$ cat config.mk
export PLATFORM = sky130hd
export DESIGN_NAME = aurora_tx_router_framer
export DESIGN_NICKNAME = d
export VERILOG_FILES = /design/src/rtl/router_pkg.sv /design/src/rtl/axis_out_reg.sv /design/src/rtl/aurora_tx_router_framer.sv
export SDC_FILE = /design/constraint.sdc
export NUM_CORES = 1
export LEC_CHECK = 0
export CAP_MARGIN = 0
export CORE_ASPECT_RATIO = 1.75
export CORE_MARGIN = 2
export CORE_UTILIZATION = 53
export DETAILED_ROUTE_END_ITERATION = 12
export PLACE_DENSITY = 0.86
export SETUP_SLACK_MARGIN = 0.4
export SLEW_MARGIN = 10
export SYNTH_ARGS = -nofsm -noshare
export SYNTH_HDL_FRONTEND = slang
export SYNTH_SLANG_ARGS = --single-unit
export TNS_END_PERCENT = 50
$ cat constraint.sdc
create_clock -name clk -period 4.7 [get_ports clk]
set_clock_uncertainty 0.1 [all_clocks]
set_input_delay 0.94 -clock clk [delete_from_list [all_inputs] [get_ports clk]]
set_output_delay 0.94 -clock clk [all_outputs]
set_load 0.02 [all_outputs]
$ cat src/rtl/router_pkg.sv
// Shared router definitions: widths, header field offsets, FSM states.
// Used by the TX framer and by the RX address/data separator.
package router_pkg;

    localparam int          ADDR_W    = 10;
    localparam int          DATA_W    = 64;
    localparam logic [15:0] MAGIC     = 16'hBBBC;

    localparam int SRC_LSB   = 0;
    localparam int DST_LSB   = 10;
    localparam int LEN_LSB   = 20;
    localparam int MAGIC_LSB = 48;

    typedef enum logic [2:0] {
        ST_IDLE,
        ST_HDR,
        ST_DATA,
        ST_CSUM,
        ST_DONE
    } tx_state_e;

    // Header: {magic, 20'h0, len, dst, src}
    function automatic logic [63:0] build_hdr(
        input logic [15:0] magic,
        input logic [7:0]  len,
        input logic [9:0]  dst,
        input logic [9:0]  src
    );
        logic [63:0] h;
        h = '0;
        h[MAGIC_LSB +: 16] = magic;
        h[LEN_LSB   +: 8]  = len;
        h[DST_LSB   +: 10] = dst;
        h[SRC_LSB   +: 10] = src;
        return h;
    endfunction

endpackage

$ cat src/rtl/axis_out_reg.sv
// Single-entry AXI-Stream output register owning tdata/tvalid/tlast.
// Ports: load_i/din_i/last_i write a word; tready_i drains; can_load_o = !tvalid || tready.
module axis_out_reg
    import router_pkg::*;
#(
    parameter int W = DATA_W
) (
    input  logic         clk,
    input  logic         rst,
    input  logic         load_i,
    input  logic [W-1:0] din_i,
    input  logic         last_i,
    input  logic         tready_i,
    output logic [W-1:0] tdata_o,
    output logic         tvalid_o,
    output logic         tlast_o,
    output logic         can_load_o
);

    logic [W-1:0] data_q;
    logic         valid_q;
    logic         last_q;

    always_ff @(posedge clk) begin
        if (rst) begin
            data_q  <= '0;
            valid_q <= 1'b0;
            last_q  <= 1'b0;
        end else if (load_i) begin
            data_q  <= din_i;
            valid_q <= 1'b1;
            last_q  <= last_i;
        end else if (tready_i) begin
            valid_q <= 1'b0;
            last_q  <= 1'b0;
        end
    end

    assign tdata_o    = data_q;
    assign tvalid_o   = valid_q;
    assign tlast_o    = last_q;
    assign can_load_o = !valid_q || tready_i;

endmodule

$ cat src/rtl/aurora_tx_router_framer.sv
// TX framer: header, PAYLOAD_WORDS payload words, XOR checksum onto Aurora TX.
// Ports: router_* request side, pl_* payload source, aurora_tx_* AXI-Stream out.
module aurora_tx_router_framer
    import router_pkg::*;
#(
    parameter int          ADDR_W        = router_pkg::ADDR_W,
    parameter int          DATA_W        = router_pkg::DATA_W,
    parameter int          PAYLOAD_WORDS = 4,
    parameter logic [15:0] MAGIC         = router_pkg::MAGIC
) (
    input  logic              clk,
    input  logic              rst,
    input  logic              router_start_req,
    input  logic [ADDR_W-1:0] router_scr_addr,
    input  logic [ADDR_W-1:0] router_dst_addr,
    output logic              router_done,
    output logic              router_busy,
    output logic              router_req_drop,
    input  logic [DATA_W-1:0] pl_tdata,
    input  logic              pl_tvalid,
    output logic              pl_tready,
    output logic [DATA_W-1:0] aurora_tx_tdata,
    output logic              aurora_tx_tvalid,
    output logic              aurora_tx_tlast,
    input  logic              aurora_tx_tready
);

    localparam logic [7:0] LEN  = 8'(PAYLOAD_WORDS);
    localparam logic [7:0] LAST = 8'(PAYLOAD_WORDS - 1);

    tx_state_e         state_q, state_d;
    logic [7:0]        cnt_q, cnt_d;
    logic [DATA_W-1:0] csum_q, csum_d;

    logic              load;
    logic [DATA_W-1:0] din;
    logic              dlast;
    logic              can_load;

    axis_out_reg #(.W(DATA_W)) u_out (
        .clk        (clk),
        .rst        (rst),
        .load_i     (load),
        .din_i      (din),
        .last_i     (dlast),
        .tready_i   (aurora_tx_tready),
        .tdata_o    (aurora_tx_tdata),
        .tvalid_o   (aurora_tx_tvalid),
        .tlast_o    (aurora_tx_tlast),
        .can_load_o (can_load)
    );

    always_comb begin
        state_d         = state_q;
        cnt_d           = cnt_q;
        csum_d          = csum_q;
        load            = 1'b0;
        din             = '0;
        dlast           = 1'b0;
        pl_tready       = 1'b0;
        router_done     = 1'b0;
        router_busy     = 1'b1;
        router_req_drop = router_start_req && (state_q != ST_IDLE);
        unique case (state_q)
            ST_IDLE: begin
                router_busy = 1'b0;
                // Header is loaded on the request edge so it is on the
                // bus the following cycle; the register holds the addresses.
                if (router_start_req) begin
                    load    = 1'b1;
                    din     = build_hdr(MAGIC, LEN,
                                        router_dst_addr, router_scr_addr);
                    cnt_d   = '0;
                    csum_d  = '0;
                    state_d = ST_HDR;
                end
            end
            ST_HDR, ST_DATA: begin
                // In HDR, can_load means the header is being accepted,
                // so the first payload word can replace it directly.
                pl_tready = can_load;
                if (pl_tvalid && can_load) begin
                    load    = 1'b1;
                    din     = pl_tdata;
                    csum_d  = csum_q ^ pl_tdata;
                    cnt_d   = cnt_q + 8'd1;
                    state_d = (cnt_q == LAST) ? ST_CSUM : ST_DATA;
                end else if (can_load) begin
                    state_d = ST_DATA;
                end
            end
            ST_CSUM: begin
                // tlast in the register marks the checksum as loaded.
                if (!aurora_tx_tlast) begin
                    if (can_load) begin
                        load  = 1'b1;
                        din   = csum_q;
                        dlast = 1'b1;
                    end
                end else if (aurora_tx_tvalid && aurora_tx_tready) begin
                    state_d = ST_DONE;
                end
            end
            ST_DONE: begin
                router_done = 1'b1;
                router_busy = 1'b0;
                state_d     = ST_IDLE;
            end
            default: state_d = ST_IDLE;
        endcase
    end

    always_ff @(posedge clk) begin
        if (rst) begin
            state_q <= ST_IDLE;
            cnt_q   <= '0;
            csum_q  <= '0;
        end else begin
            state_q <= state_d;
            cnt_q   <= cnt_d;
            csum_q  <= csum_d;
        end
    end

endmodule
[Yosys cells after proc, flatten, opt, wreduce, memory -nomap -nowiden]
Cells that the tools add are included.
Word-level totals
  bits in registers: 141
  bits of input ports: 89
  output and inout port bits: 70
  logic and storage cells: 61
Cells by class
  add/subtract/negate cells: 1
  equality and inequality tests: 10
  multiplexer cells: 30
  bitwise operators: 1
  reductions and logical operators: 13
Operators with widths (count)
  64-bit 2-to-1 mux: 6
  64-bit one-hot mux with 3 select lines: 1
  64-bit one-hot mux with 2 select lines: 1
  64-bit bitwise XOR: 1
  8-bit 2-to-1 mux: 2
  8-bit one-hot mux with 2 select lines: 1
  3-bit 2-to-1 mux: 5
  1-bit 2-to-1 mux: 12
  3-bit one-hot mux with 3 select lines: 1
  8-bit by 1-bit adder with 8-bit output, second input constant: 1
  8-bit by 2-bit == test with 1-bit output, second input constant: 1
  3-bit by 2-bit == test with 1-bit output, second input constant: 2
  2-bit inequality test, second input constant: 3
  4-bit AND reduction: 1
  2-bit nonzero test: 2
  2-bit OR reduction: 2
  3-bit by 1-bit == test with 1-bit output, second input constant: 1
  3-bit == test, second input constant: 1
  1-bit logical AND: 3
  3-bit zero test: 1
  3-bit inequality test, second input constant: 1
  1-bit one-hot mux with 3 select lines: 1
  3-bit AND reduction: 1
  3-bit nonzero test: 1
  other kinds (3): 3

[Logic depth before layout (Yosys ltp)]
Gate-level depths: netlist of run 1.
  depth in word-level cells: 6
  gate-level depth with buffers: 8
  depth with buffers taken out: 5

[Modules after synthesis]
A second synthesis of run 1 with hierarchy kept.
Unflattened totals
  cells, all modules: 706
  area, all modules: 6558.8 µm²
Modules (own cells, without submodules)
  aurora_tx_router_framer: times used 1, cells an instance 491, area each 4175.3 µm², sequential area each 1501.4 µm²
  axis_out_reg: times used 1, cells an instance 215, area each 2383.5 µm², sequential area each 1321.3 µm²

[Worst setup path before layout of run 1]
No wires, ideal clock.
  path kind: in2out
  start point: in aurora_tx_tready
  end point: out pl_tready
  arrival: 1.543 ns
  required time: 3.660 ns
  setup slack: 2.117 ns
  cell stages on the path: 3
  path buffers: 1
  cells stage by stage: nand2b_1 > clkbuf_1 > and3_1
Between the ends
  cells in the longest elaborated chain, start to end: 2
Ends and longest elaborated chain
  start, declared: RTL line aurora_tx_router_framer.sv:25  | input logic aurora_tx_tready
  1-bit logical OR: RTL line axis_out_reg.sv:42  | assign can_load_o = !valid_q || tready_i;
  1-bit 2-to-1 mux: RTL line aurora_tx_router_framer.sv:64  | unique case (state_q)
  end, declared: RTL line aurora_tx_router_framer.sv:21  | output logic pl_tready,
No other way between the ends.

[Worst setup path in the final report of run 1]
Same ends and word-level chain as after synthesis.

==> impl_metrics.yaml, run 1 <==
status:
  outcome: "complete, no violations"
worst_setup_path:
  slowest_stage: "clkdlybuf4s50_1"
  crit_start: "aurora_tx_tready"
  r2r_setup_slack_ns: 1.85
  cp-start-kind: "primary input"
  r2r_cells: 6
  cp_max_fo: 9
  cp_data_arrival_time_ns: 2.62
  critPathRequiredTime_ns: 3.66
  critPathMaxStageDelay_ns: 0.62
  r2r-start: "state_q[2]"
  cp_common_cell: "clkdlybuf4s50_1"
  r2r-end: "u_out.tdata_o[14]"
  setup.worst_path.class: "in -> out"
  cp-end-kind: "primary output"
  cp_cell_sequence: "clkdlybuf4s50_1 -> nand2b_1 -> and3_1 -> clkdlybuf4s50_1"
yosys:
  yosysSeqAreaShare_pct: 46.5
  netlist_area_um2: 6070
  netlist_instances: 727
  synth.net_count: 817
  synth.distinct_cells: 38
  yosys_warnings: 0
  synth.avg_cell_area_um2: 8.35
  synth-seq-cells: 141
placed_design:
  post-dp-hpwl_mm: 11.5
  place_inst: 960
  dpl_worst_slack_ns: 0.964
  gp_congestion: 0.811
  io_buffer_count: 158
final_layout:
  syn_to_final_growth_pct: 35.9
  nets: 937
  drive_gt1_share_pct: 5.82
  final_util_pct: 73.9
  fin_cells: 991
  antennaDiodeCount: 0
route:
  drt_wl_total_mm: 17.8
  wl_per_cell_um: 18.0
  drc: 0
  drt_iter0_markers: 584
  ant_nets: 0
  viasPerCell: 6.27
  num_vias: 6211
  firstDrtPassIters: 8
grt:
  grt_pass1_wl_mm: 28.8
  grt_usage_pct: 28.5
  grt_pass1_vias: 6221
  antenna_found_initial: 0
  gr-total-overflow: 0
  grt_max_degree: 98
timing:
  fin_tns_setup_ns: 0
  hold_viol_final: 0
  period_needed_ns: 3.66
  worst_slack_ns: 1.04
  drv_slew: 0
  rsz0062_at_grt: "false"
  max-slew-margin-rel_pct: 28.8
  post-route-period-util_pct: 77.9
  clock.fmax_ghz: 0.273
  tightest_slew_ns: 1.07
  setup_violations: 0
cts:
  cts.clk_slew.worst_paths_ns: 0.06
  cts_resized: 0
  cts_htree_levels: 4
  cts_buffers: 17
  postCtsHoldBufs: 0
  cts_max_path_buffers: 2
  cts.sinks: 141
  root_buffer: "clkbuf_16"
  post_cts_buffers: 0
  clock_latency_ns: 0.42
  cts_tree: "yes"
worst_hold_path:
  hold_depth: 2
  hp-start: "u_out.tdata_o[37]"
  hold_path.class: "reg -> reg"
  min_delay_worst_endpoint: "u_out.tdata_o[37]"
power_and_ir_drop:
  power_leakage_nw: 3.05
  p_per_area_nw_per_um2: 437
  peakVddDrop_mv: 0.352
  total_power_mw: 3.61
floorplanning:
  core_um2: 11200
  io_pins: 159
  die_width_um: 84.9
  die_area_um2: 12400
  rows: 51
  initial_utilization_pct: 54.4
  fp.dieH_um: 146
job:
  cap_violations: 0
[state kept, by name (all words and copies together) (netlist names)]
| signal | count |
|---|---|
| cnt_q | 8 |
| u_out.tdata_o | 64 |
| state_q | 3 |
| u_out.tvalid_o | 1 |
| csum_q | 64 |
| u_out.tlast_o | 1 |
[power by group]
| group | internal (mW) | total [mW] | switching (mW) |
|---|---|---|---|
| sequential | 1.32 | 1.41 | 0.0880 |
| clock | 0.847 | 1.37 | 0.520 |
| combinational | 0.359 | 0.832 | 0.473 |
[Yosys cell counts (all sizes together)]
cell type | number | area [um2]
nor2b | 2 | 12.5
nand3 | 34 | 170
a21oi | 134 | 671
nand3b | 1 | 7.51
nor4b | 1 | 15.0
nand4 | 4 | 25.0
or2 | 1 | 6.26
o31ai | 33 | 248
xor2 | 2 | 25.0
and3 | 3 | 18.8
a31o | 1 | 8.76
a221oi | 1 | 8.76
nor4 | 1 | 6.26
a21boi | 1 | 7.51
and2 | 2 | 12.5
ha | 1 | 12.5
o21ai | 68 | 340
nor3 | 3 | 15.0
or4 | 1 | 7.51
buf | 25 | 124
nand2 | 4 | 15.0
dfxtp | 141 | 2820
or3 | 70 | 438
a222oi | 20 | 200
clkbuf | 43 | 161
xnor2 | 1 | 8.76
or4b | 1 | 10.0
nor2 | 4 | 15.0
inv | 70 | 263
a2111oi | 1 | 10.0
a211oi | 1 | 7.51
a31oi | 4 | 25.0
nand2b | 3 | 18.8
o22ai | 1 | 6.26
a22oi | 44 | 330
[worst max-delay path by stage]
stage	cells past startpoint	endpoint	slack, ns
detailed placement	7	u_out.tdata_o[14]	0.96
floorplan	3	pl_tready	2.12
global route	4	pl_tready	1.01
global placement	4	pl_tready	1.08
CTS	4	pl_tready	1.05
finish	4	pl_tready	1.04
[cells by family (layout without fill, tap and decap cells)]
kind of cell	after synthesis	count (layout)	synth area share, %
AO/OA/AOI/OAI	309	309	30.7
XOR/XNOR	3	3	0.556
adder cells (fa/ha/maj)	1	1	0.206
buffers and inverters	138	270	9.02
flip-flops	141	141	46.5
AND/OR/NAND/NOR	135	135	13.1
[routing by layer]
layer	wire, um	share of wire [%]	global-route usage [%]	vias up
met2	9520	53	50.4	305
met1	6530	37	30.8	2947
met3	1200	6.7	7.20	56
met4	597	3.3	14.3	0
met5	0	0	0	-
li1	-	-	-	2903
[metrics by stage]
stage                     hold slack, ns  cell area (um2)
after floorplan                    0.347             6070
after global placement             0.353             7650
after detailed placement           0.361             7650
after CTS                          0.369             8260
after global routing               0.389             8260
final                              0.367             8260
[layout make-up]
class	instances	area, um2
inverters	70	263
multi-input cells	448	2730
fillers	819	2910
well taps	132	165
repair buffers	169	1660
flip-flops and latches	141	2820
clock buffers	18	439
clock inverters	13	169
[cells in the final DEF, fill, tap and decap left out, drive strengths merged, types with 2 or more instances in the layout]
master / count
o21ai: 68
nor2: 4
dfxtp: 141
clkinvlp: 4
xor2: 2
nand3: 34
nor3: 3
a21oi: 134
a22oi: 44
o31ai: 33
bufinv: 3
buf: 11
a222oi: 20
and2: 2
and3: 3
nand2b: 3
clkbuf: 18
nand4: 4
inv: 70
clkdlybuf4s50: 158
nor2b: 2
clkinv: 6
nand2: 4
a31oi: 4
or3: 70
[critical path, delay by kind of cell]
family	cells	cell delay [ns]
buffers and inverters	2	1.12
and+or+nand+nor	2	0.56
No activity file was read; power rests on OpenSTA's default activity.
==> inputs of run 2 (changes only) <==
--- a/config.mk
+++ b/config.mk
@@ -8,9 +8,9 @@
 export CAP_MARGIN = 0
 export CORE_ASPECT_RATIO = 1.75
 export CORE_MARGIN = 2
-export CORE_UTILIZATION = 53
+export CORE_UTILIZATION = 49
 export DETAILED_ROUTE_END_ITERATION = 12
-export PLACE_DENSITY = 0.86
+export PLACE_DENSITY = 0.8
 export SETUP_SLACK_MARGIN = 0.4
 export SLEW_MARGIN = 10
 export SYNTH_ARGS = -nofsm -noshare
==> constraint.sdc (replaced) <==
create_clock -name clk -period 3.55 [get_ports clk]
set_clock_uncertainty 0.1 [all_clocks]
set_input_delay 0.71 -clock clk [delete_from_list [all_inputs] [get_ports clk]]
set_output_delay 0.71 -clock clk [all_outputs]
set_load 0.02 [all_outputs]
==> run 2 against run 1 <==
  * Highest routed layer unchanged
  * Largest power group unchanged
  * Final cell count up 3.8%
  * Sequential power is 33% higher
  * Clock power increased by 31%
  * Final area is 1.0% higher
  * Global-route usage is 3.2 points lower
==> impl_metrics.yaml, run 2 (synthesis results as in run 1) <==
worst_setup_path:
  slowest_stage: "clkdlybuf4s50_1"
  cp_data_arrival_time_ns: 2.13
  cp_common_cell: "clkdlybuf4s50_1"
  cp-start-kind: "primary input"
  critPathRequiredTime_ns: 2.74
  setup.worst_path.class: "in -> out"
  cp_cell_sequence: "clkdlybuf4s50_1 -> nand2b_1 -> and3_1 -> clkdlybuf4s50_1"
  cp-end-kind: "primary output"
  critPathMaxStageDelay_ns: 0.61
  cp_max_fo: 3
route:
  drt_iter0_markers: 491
  firstDrtPassIters: 5
  ant_nets: 0
  num_vias: 6143
  drt_wl_total_mm: 17.0
  viasPerCell: 5.97
  drc: 0
  wl_per_cell_um: 16.5
cts:
  root_buffer: "clkbuf_16"
  cts_tree: "yes"
  cts.clk_slew.worst_paths_ns: 0.06
  cts_resized: 0
  cts_max_path_buffers: 2
  cts_buffers: 17
  cts.sinks: 141
  cts_htree_levels: 4
  postCtsHoldBufs: 0
  post_cts_buffers: 0
  clock_latency_ns: 0.40
final_layout:
  layout_commonest_cell: "clkdlybuf4s50_1"
  final_cell_mix: "clkdlybuf4s50_1 (158), dfxtp_1 (141), a21oi_1 (134), inv_1 (70), or3_1 (70)"
  final_area_um2: 8340
  drive_gt1_share_pct: 6.25
  nets: 941
  antennaDiodeCount: 0
  syn_to_final_growth_pct: 37.3
  fin_cells: 1029
grt:
  antenna_found_initial: 0
  grt_max_degree: 101
  grt_pass1_vias: 5961
  grt_usage_pct: 25.3
  gr-total-overflow: 0
  grt_pass1_wl_mm: 27.0
floorplanning:
  die_width_um: 88.2
  rows: 53
  core_um2: 12100
  io_pins: 159
  die_area_um2: 13300
  fp.dieH_um: 151
  initial_utilization_pct: 50.3
timing:
  hold_viol_final: 0
  worst_slack_ns: 0.608
  setup_violations: 0
  rsz0062_at_grt: "false"
  post-route-period-util_pct: 82.9
  tightest_slew_ns: 1.05
  period_needed_ns: 2.94
  clock.fmax_ghz: 0.340
  max-slew-margin-rel_pct: 29.6
  fin_tns_setup_ns: 0
  drv_slew: 0
placed_design:
  place_inst: 997
  placed_cell_area_um2: 7740
  dpl_worst_slack_ns: 0.614
  post-dp-hpwl_mm: 11.4
  gp_congestion: 0.794
  io_buffer_count: 158
power_and_ir_drop:
  total_power_mw: 4.77
  power_leakage_nw: 3.08
  peakVddDrop_mv: 0.386
  p_per_area_nw_per_um2: 571
status:
  outcome: "complete, no violations"
job:
  cap_violations: 0
worst_hold_path:
  hold_path.class: "reg -> reg"
==> run 2: changes by cell type in the layout (fill, tap and decap cells not counted), sizes merged <==
cell,delta
clkinvlp,-1
buf,+4
clkinv,-1
inv,+3
==> run 2: per-stage QoR <==
step	util, %	hold WS (ns)
4_1_cts	69.1	0.368
3_5_place_dp	64.2	0.359
5_1_grt	69.1	0.378
6_report	69.1	0.364
2_1_floorplan	-	0.347
3_3_place_gp	64.2	0.353
==> run 2: cell type report <==
class                      instances  area, um2
fill                             984       3730
sequential                       141       2820
multi-input combinational        448       2730
timing repair buffer             173       1720
clock buffer                      18        429
inverter                          70        263
tap                              165        206
clock inverter                    14        168
==> run 2: where the power goes <==
group,switching [mW],internal (mW)
Combinational,0.619,0.496
Sequential,0.113,1.75
Clock,0.678,1.11
Total,1.41,3.36
==> run 2: routing by layer <==
metal	wire (um)	share of wire [%]	GRT usage, %	vias up
met1	6210	37	27.0	2963
met5	0	0	0	-
met2	9440	55	47.1	230
li1	-	-	-	2919
met3	1010	5.9	5.34	31
met4	348	2.0	9.85	0
==> run 2: critical path: cells and delay by family <==
kind                   cells  cell delay, ns
buffers and inverters      2            1.11
AND/OR/NAND/NOR            2            0.31
==> run 2: worst paths after layout <==
kind	slack [ns]	start	end	cells past startpoint
max	0.61	aurora_tx_tready	pl_tready	4
min	0.36	u_out.tdata_o[32]	u_out.tdata_o[32]	2
max reg2reg	1.24	state_q[0]	u_out.tdata_o[11]	5
min reg2reg	0.36	u_out.tdata_o[32]	u_out.tdata_o[32]	2
==> inputs of run 3 (changes only) <==
--- a/config.mk
+++ b/config.mk
@@ -8,9 +8,9 @@
 export CAP_MARGIN = 0
 export CORE_ASPECT_RATIO = 1.75
 export CORE_MARGIN = 2
-export CORE_UTILIZATION = 49
+export CORE_UTILIZATION = 44
 export DETAILED_ROUTE_END_ITERATION = 12
-export PLACE_DENSITY = 0.8
+export PLACE_DENSITY = 0.76
 export SETUP_SLACK_MARGIN = 0.4
 export SLEW_MARGIN = 10
 export SYNTH_ARGS = -nofsm -noshare
==> constraint.sdc (replaced) <==
create_clock -name clk -period 2.6 [get_ports clk]
set_clock_uncertainty 0.1 [all_clocks]
set_input_delay 0.52 -clock clk [delete_from_list [all_inputs] [get_ports clk]]
set_output_delay 0.52 -clock clk [all_outputs]
set_load 0.02 [all_outputs]
==> run 3 against run 2 <==
  * Die area is 11% higher
  * Critical endpoint is now router_busy
  * Combinational power increased by 44%
  * Global-route usage down 1.9 points
  * Core utilization fell by 6.0 points
==> impl_metrics.yaml, run 3 (synthesis results as in run 1) <==
grt:
  grt_pass1_wl_mm: 28.3
  grt_usage_pct: 23.4
  grt_max_degree: 97
  grt_pass1_vias: 5929
  gr-total-overflow: 0
  antenna_found_initial: 1
power_and_ir_drop:
  clockPowerShare_pct: 36.7
  switching_share_pct: 30.5
  power.switching_mw: 2.00
  p_int_mw: 4.55
  seq_power_share_pct: 38.8
  power_leakage_nw: 3.14
  peakVddDrop_mv: 0.478
  p_per_area_nw_per_um2: 772
  total_power_mw: 6.55
  comb_power_share_pct: 24.5
cts:
  cts.clk_slew.worst_paths_ns: 0.06
  cts_buffers: 17
  root_buffer: "clkbuf_16"
  cts_tree: "yes"
  postCtsHoldBufs: 0
  clock_latency_ns: 0.42
  cts.sinks: 141
  cts_htree_levels: 4
  cts_max_path_buffers: 2
final_layout:
  fillCellCount: 1149
  nets: 949
  layout_commonest_cell: "clkdlybuf4s50_1"
  final_cell_mix: "clkdlybuf4s50_1 (155), dfxtp_1 (138), a21oi_1 (134), inv_1 (70), or3_1 (70)"
  multiInputGateArea_um2: 2740
  final_area_um2: 8480
  seq_area_um2: 2830
  drive_gt1_share_pct: 7.80
  syn_to_final_growth_pct: 39.7
floorplanning:
  core_um2: 13500
  rows: 56
  initial_utilization_pct: 45.1
  die_area_um2: 14800
  io_pins: 159
  die_width_um: 92.8
  fp.dieH_um: 159
worst_setup_path:
  critPathMaxStageDelay_ns: 0.60
  slowest_stage: "clkdlybuf4s50_1"
  cp_max_fo: 6
  critPathTopFamily: "buffers and inverters"
  cp-end-kind: "primary output"
  path_buf_inv: 2
  r2r_cells: 5
  cp_cell_sequence: "nor2_4 -> inv_1 -> clkdlybuf4s50_1"
  cp-start-kind: "register"
  path_depth: 3
  crit_start: "state_q[1]"
  r2r_setup_slack_ns: 0.52
  r2r-start: "cnt_q[0]"
  cp-endpoint: "router_busy"
  r2r-end: "state_q[0]"
  cp_data_arrival_time_ns: 1.59
  setup.worst_path.class: "reg -> out"
  critPathRequiredTime_ns: 1.98
timing:
  max-slew-margin-rel_pct: 68.3
  post-route-period-util_pct: 85.1
  setup_violations: 0
  tightest_slew_ns: 0.476
  period_needed_ns: 2.21
  clock.fmax_ghz: 0.452
  worst_slack_ns: 0.387
  fin_tns_setup_ns: 0
  drv_slew: 0
  rsz0062_at_grt: "true"
  hold_viol_final: 0
route:
  drt_iter0_markers: 355
  wl_per_cell_um: 16.7
  ant_nets: 0
  drt_wl_total_mm: 17.5
  viasPerCell: 5.79
  firstDrtPassIters: 7
  num_vias: 6063
  drc: 0
placed_design:
  gp_congestion: 0.790
  io_buffer_count: 158
  placed_cell_area_um2: 7850
  post-dp-hpwl_mm: 11.5
  dpl_worst_slack_ns: 0.0222
worst_hold_path:
  hold_path.class: "reg -> reg"
job:
  cap_violations: 0
status:
  outcome: "complete, no violations"
[run 3: routing by layer]
| layer | up-vias | track usage [%] | wire [um] |
|---|---|---|---|
| met5 | - | 0 | 0 |
| met4 | 0 | 11.0 | 517 |
| met3 | 35 | 6.77 | 1310 |
| met2 | 248 | 39.2 | 9010 |
| met1 | 2853 | 27.2 | 6680 |
| li1 | 2927 | - | - |
[run 3: what timing repair did]
item / in CTS / in global routing
pin swaps: 0 / 1
setup buffers: 0 / 1
resized for setup: 7 / 9
cloned: 0 / 1
endpoints found under the setup margin: 4 / 21
[run 3: tightest hold or removal path, delay by kind of cell, from the launching register on]
family	cells	cell delay, ns
DFF	1	0.31
and+or+nand+nor	1	0.06
AOI/OAI and AO/OA	1	0.05
[run 3: through the flow]
stage | hold WS, ns | utilization (%) | cells
floorplan | 0.347 | - | 727
global placement | 0.352 | 58.4 | 1012
detailed placement | 0.360 | 58.4 | 1012
CTS | 0.368 | 62.7 | 1044
finish | 0.366 | 63.1 | 1047
global route | 0.380 | 63.1 | 1047
[run 3: worst min-delay path by stage]
stage	cells after the start	from	to	slack [ns]
5_1_grt	2	u_out.tdata_o[58]	u_out.tdata_o[58]	0.38
6_report	2	u_out.tdata_o[58]	u_out.tdata_o[58]	0.37
3_5_place_dp	2	u_out.tdata_o[58]	u_out.tdata_o[58]	0.36
4_1_cts	2	u_out.tdata_o[58]	u_out.tdata_o[58]	0.37
2_1_floorplan	2	cnt_q[7]	cnt_q[7]	0.35
3_3_place_gp	2	u_out.tdata_o[49]	u_out.tdata_o[49]	0.35
[run 3: power groups by stage]
stage | clock (mW) | combinational, mW | sequential, mW
after floorplan | 0 | 0.741 | 2.71
after global placement | 0 | 1.52 | 2.57
after detailed placement | 0 | 1.55 | 2.58
after CTS | 2.44 | 1.56 | 2.54
after global routing | 2.56 | 1.74 | 2.57
final | 2.41 | 1.60 | 2.54
[run 3: final cells by class]
class                           count  area share (%)
Sequential cell                   141            33.3
Clock buffer                       18            5.06
Clock inverter                     14            1.87
Antenna cell                        1          0.0295
Timing Repair Buffer              181            21.7
Inverter                           70            3.10
Multi-Input combinational cell    448            32.3
Tap cell                          174            2.57
==> edit (flow settings as in run 3) <==
Reset style: asynchronous (`rst`), changed in 2 clocked blocks.
--- a/src/rtl/axis_out_reg.sv
+++ b/src/rtl/axis_out_reg.sv
@@ -21,7 +21,7 @@
     logic         valid_q;
     logic         last_q;
 
-    always_ff @(posedge clk) begin
+    always_ff @(posedge clk or posedge rst) begin
         if (rst) begin
             data_q  <= '0;
             valid_q <= 1'b0;
--- a/src/rtl/aurora_tx_router_framer.sv
+++ b/src/rtl/aurora_tx_router_framer.sv
@@ -110,7 +110,7 @@
         endcase
     end
 
-    always_ff @(posedge clk) begin
+    always_ff @(posedge clk or posedge rst) begin
         if (rst) begin
             state_q <= ST_IDLE;
             cnt_q   <= '0;
Behaviour: differs if rst is asserted again (counterexample within 4 cycles, from zero or initial values and one cycle with rst high); with rst held inactive, the same outputs for 4 cycles.
==> edit against run 3 <==
- setup slack better by 0.064 ns
- final cell count shrank 14%
- count of clock-buffer cells in the layout up 1
- design area is 2.3% higher
- routed wire length shrank 1.2%
- via count decreased by 11%
- sequential cell count unchanged
- area after synthesis is 2.5% higher
Power is not compared: it rests on default switching activity, and its combinational part moved more than twofold at a synthesized area within 25%.
==> edit: results (changes against run 3) <==
[setup_path]
r2r_end = u_out.tdata_o[31]$_DFFE_PP0P_
critical_path.startpoint = state_q[0]$_DFFE_PP0P_
crit_path_max_cell_delay_ns = 0.48  ; -0.12 ns
r2r_cells = 6  ; +1
timing.critical_path.slowest_stage_cell = sky130_fd_sc_hd__dfrtp_2
critPathMaxFanout = 5  ; -1

[placed_design]
gp_congestion = 0.801  ; +1.4%
placed_area_sq_um = 8030  ; +2.3%
pre_cts_slack_ns = 0.0618  ; +0.0396 ns
place_inst = 865  ; -15%

[timing]
max_freq_mhz = 465  ; +3.0%
hold_ws_ns = 0.377  ; +0.0114 ns

[logic_synthesis]
sequential_element_share_of_the_synthesized_area_pct = 56.7  ; +10 points
ys_top_cells_by_count = 141 x sky130_fd_sc_hd__dfrtp_1, 62 x sky130_fd_sc_hd__nand3_1, 52 x sky130_fd_sc_hd__a221o_1, 42 x sky130_fd_sc_hd__nand2_1, 37 x sky130_fd_sc_hd__o21ai_0
postSynthNetCount = 642  ; -21%
synth_top_cells_by_area = sky130_fd_sc_hd__dfrtp_1 57%, sky130_fd_sc_hd__a221o_1 8.4%, sky130_fd_sc_hd__mux2i_1 5.5%, sky130_fd_sc_hd__nand3_1 5.0%, sky130_fd_sc_hd__nand4_1 3.5%
async_reset_ff_share_pct = 100  ; +100 points
synth.avg_cell_area_sq_um = 11.3  ; +35%

[finish]
multi_input_cells = 362  ; -19%
buf_share_pct = 21.4  ; -0.35 points
ff_latch_area_sq_um = 3530  ; +25%
clock_area_share_pct = 6.83  ; -0.099 points
num-clock-buffers = 19  ; +1
drive_gt1_share_pct = 10.3  ; +2.5 points
fillers = 1130  ; -1.7%
nonClockInverterCount = 4  ; -94%
nonclk_buf_count = 186  ; +2.8%
layout.nets = 802  ; -15%

[detailed_routing]
wirelength_mm = 17.3  ; -1.2%
drt_first_pass_iters = 5  ; -2
wl_per_cell_microns = 19.2  ; +15%
route.vias.total = 5367  ; -11%
detail_route.iter0.violations = 296  ; -17%

[cts]
cts.sinks = 141  ; unchanged
cts_inserted_buffers = 17  ; unchanged

[hold_path]
worst_hold_path.num_cells = 1  ; -1
worst_hold_startpoint = csum_q[24]$_DFFE_PP0P_

[floorplan]
design.core.area_sq_um = 13800  ; +2.8%

[status]
outcome = complete, no violations

[global_routing]
vias_in_the_first_global_route = 5459  ; -7.9%
grt_start_max_net_pins = 74  ; -24%
groute.usage.overall_pct = 23.1  ; -0.33 points

==> edit: cell types whose count changed in the layout (fill, tap and decap cells not counted), moves of 28 or more <==
cell / before / now
sky130_fd_sc_hd__nand3_1: 34 / 62
sky130_fd_sc_hd__o31ai_1: 33 / 1
sky130_fd_sc_hd__dfrtp_1: 0 / 138
sky130_fd_sc_hd__a22oi_1: 44 / 0
sky130_fd_sc_hd__inv_1: 70 / 3
sky130_fd_sc_hd__or3_1: 70 / 1
sky130_fd_sc_hd__and2_1: 2 / 34
sky130_fd_sc_hd__a21oi_1: 134 / 16
sky130_fd_sc_hd__mux2i_1: 0 / 34
sky130_fd_sc_hd__nand4_1: 4 / 35
sky130_fd_sc_hd__nand2_1: 4 / 41
sky130_fd_sc_hd__a221o_1: 0 / 52
sky130_fd_sc_hd__o21ai_0: 68 / 37
sky130_fd_sc_hd__dfxtp_1: 138 / 0
==> edit: kinds of logic after synthesis <==
group	share of synthesized area, %
compound gates	16.1
xor+xnor	0.442
fa+ha+maj	0.201
buf+inv	4.10
flops	56.7
mux	5.47
simple gates	17.0
==> edit: metal layers <==
layer	GRT usage (%)	wire length, microns
met5	0	0
met4	9.16	496
met3	5.08	1050
met2	40.8	9170
met1	26.8	6590
==> edit: critical path: cells and delay by family (launching register included) <==
family        cells  cell delay [ns]
simple gates      1             0.34
flops             1             0.48
buf+inv           1             0.30
==> edit: power breakdown <==
group	switching [uW]	total (uW)	internal, uW
Sequential	788	4040	3250
Clock	954	2420	1470
Combinational	2570	4920	2340
Total	4310	11400	7060
==> edit: what timing repair did <==
action                                  in CTS  in global routing
setup buffers                                2                  3
pin swaps                                    0                  1
endpoints found under the setup margin      89                 36
gates resized for setup                     13                  5
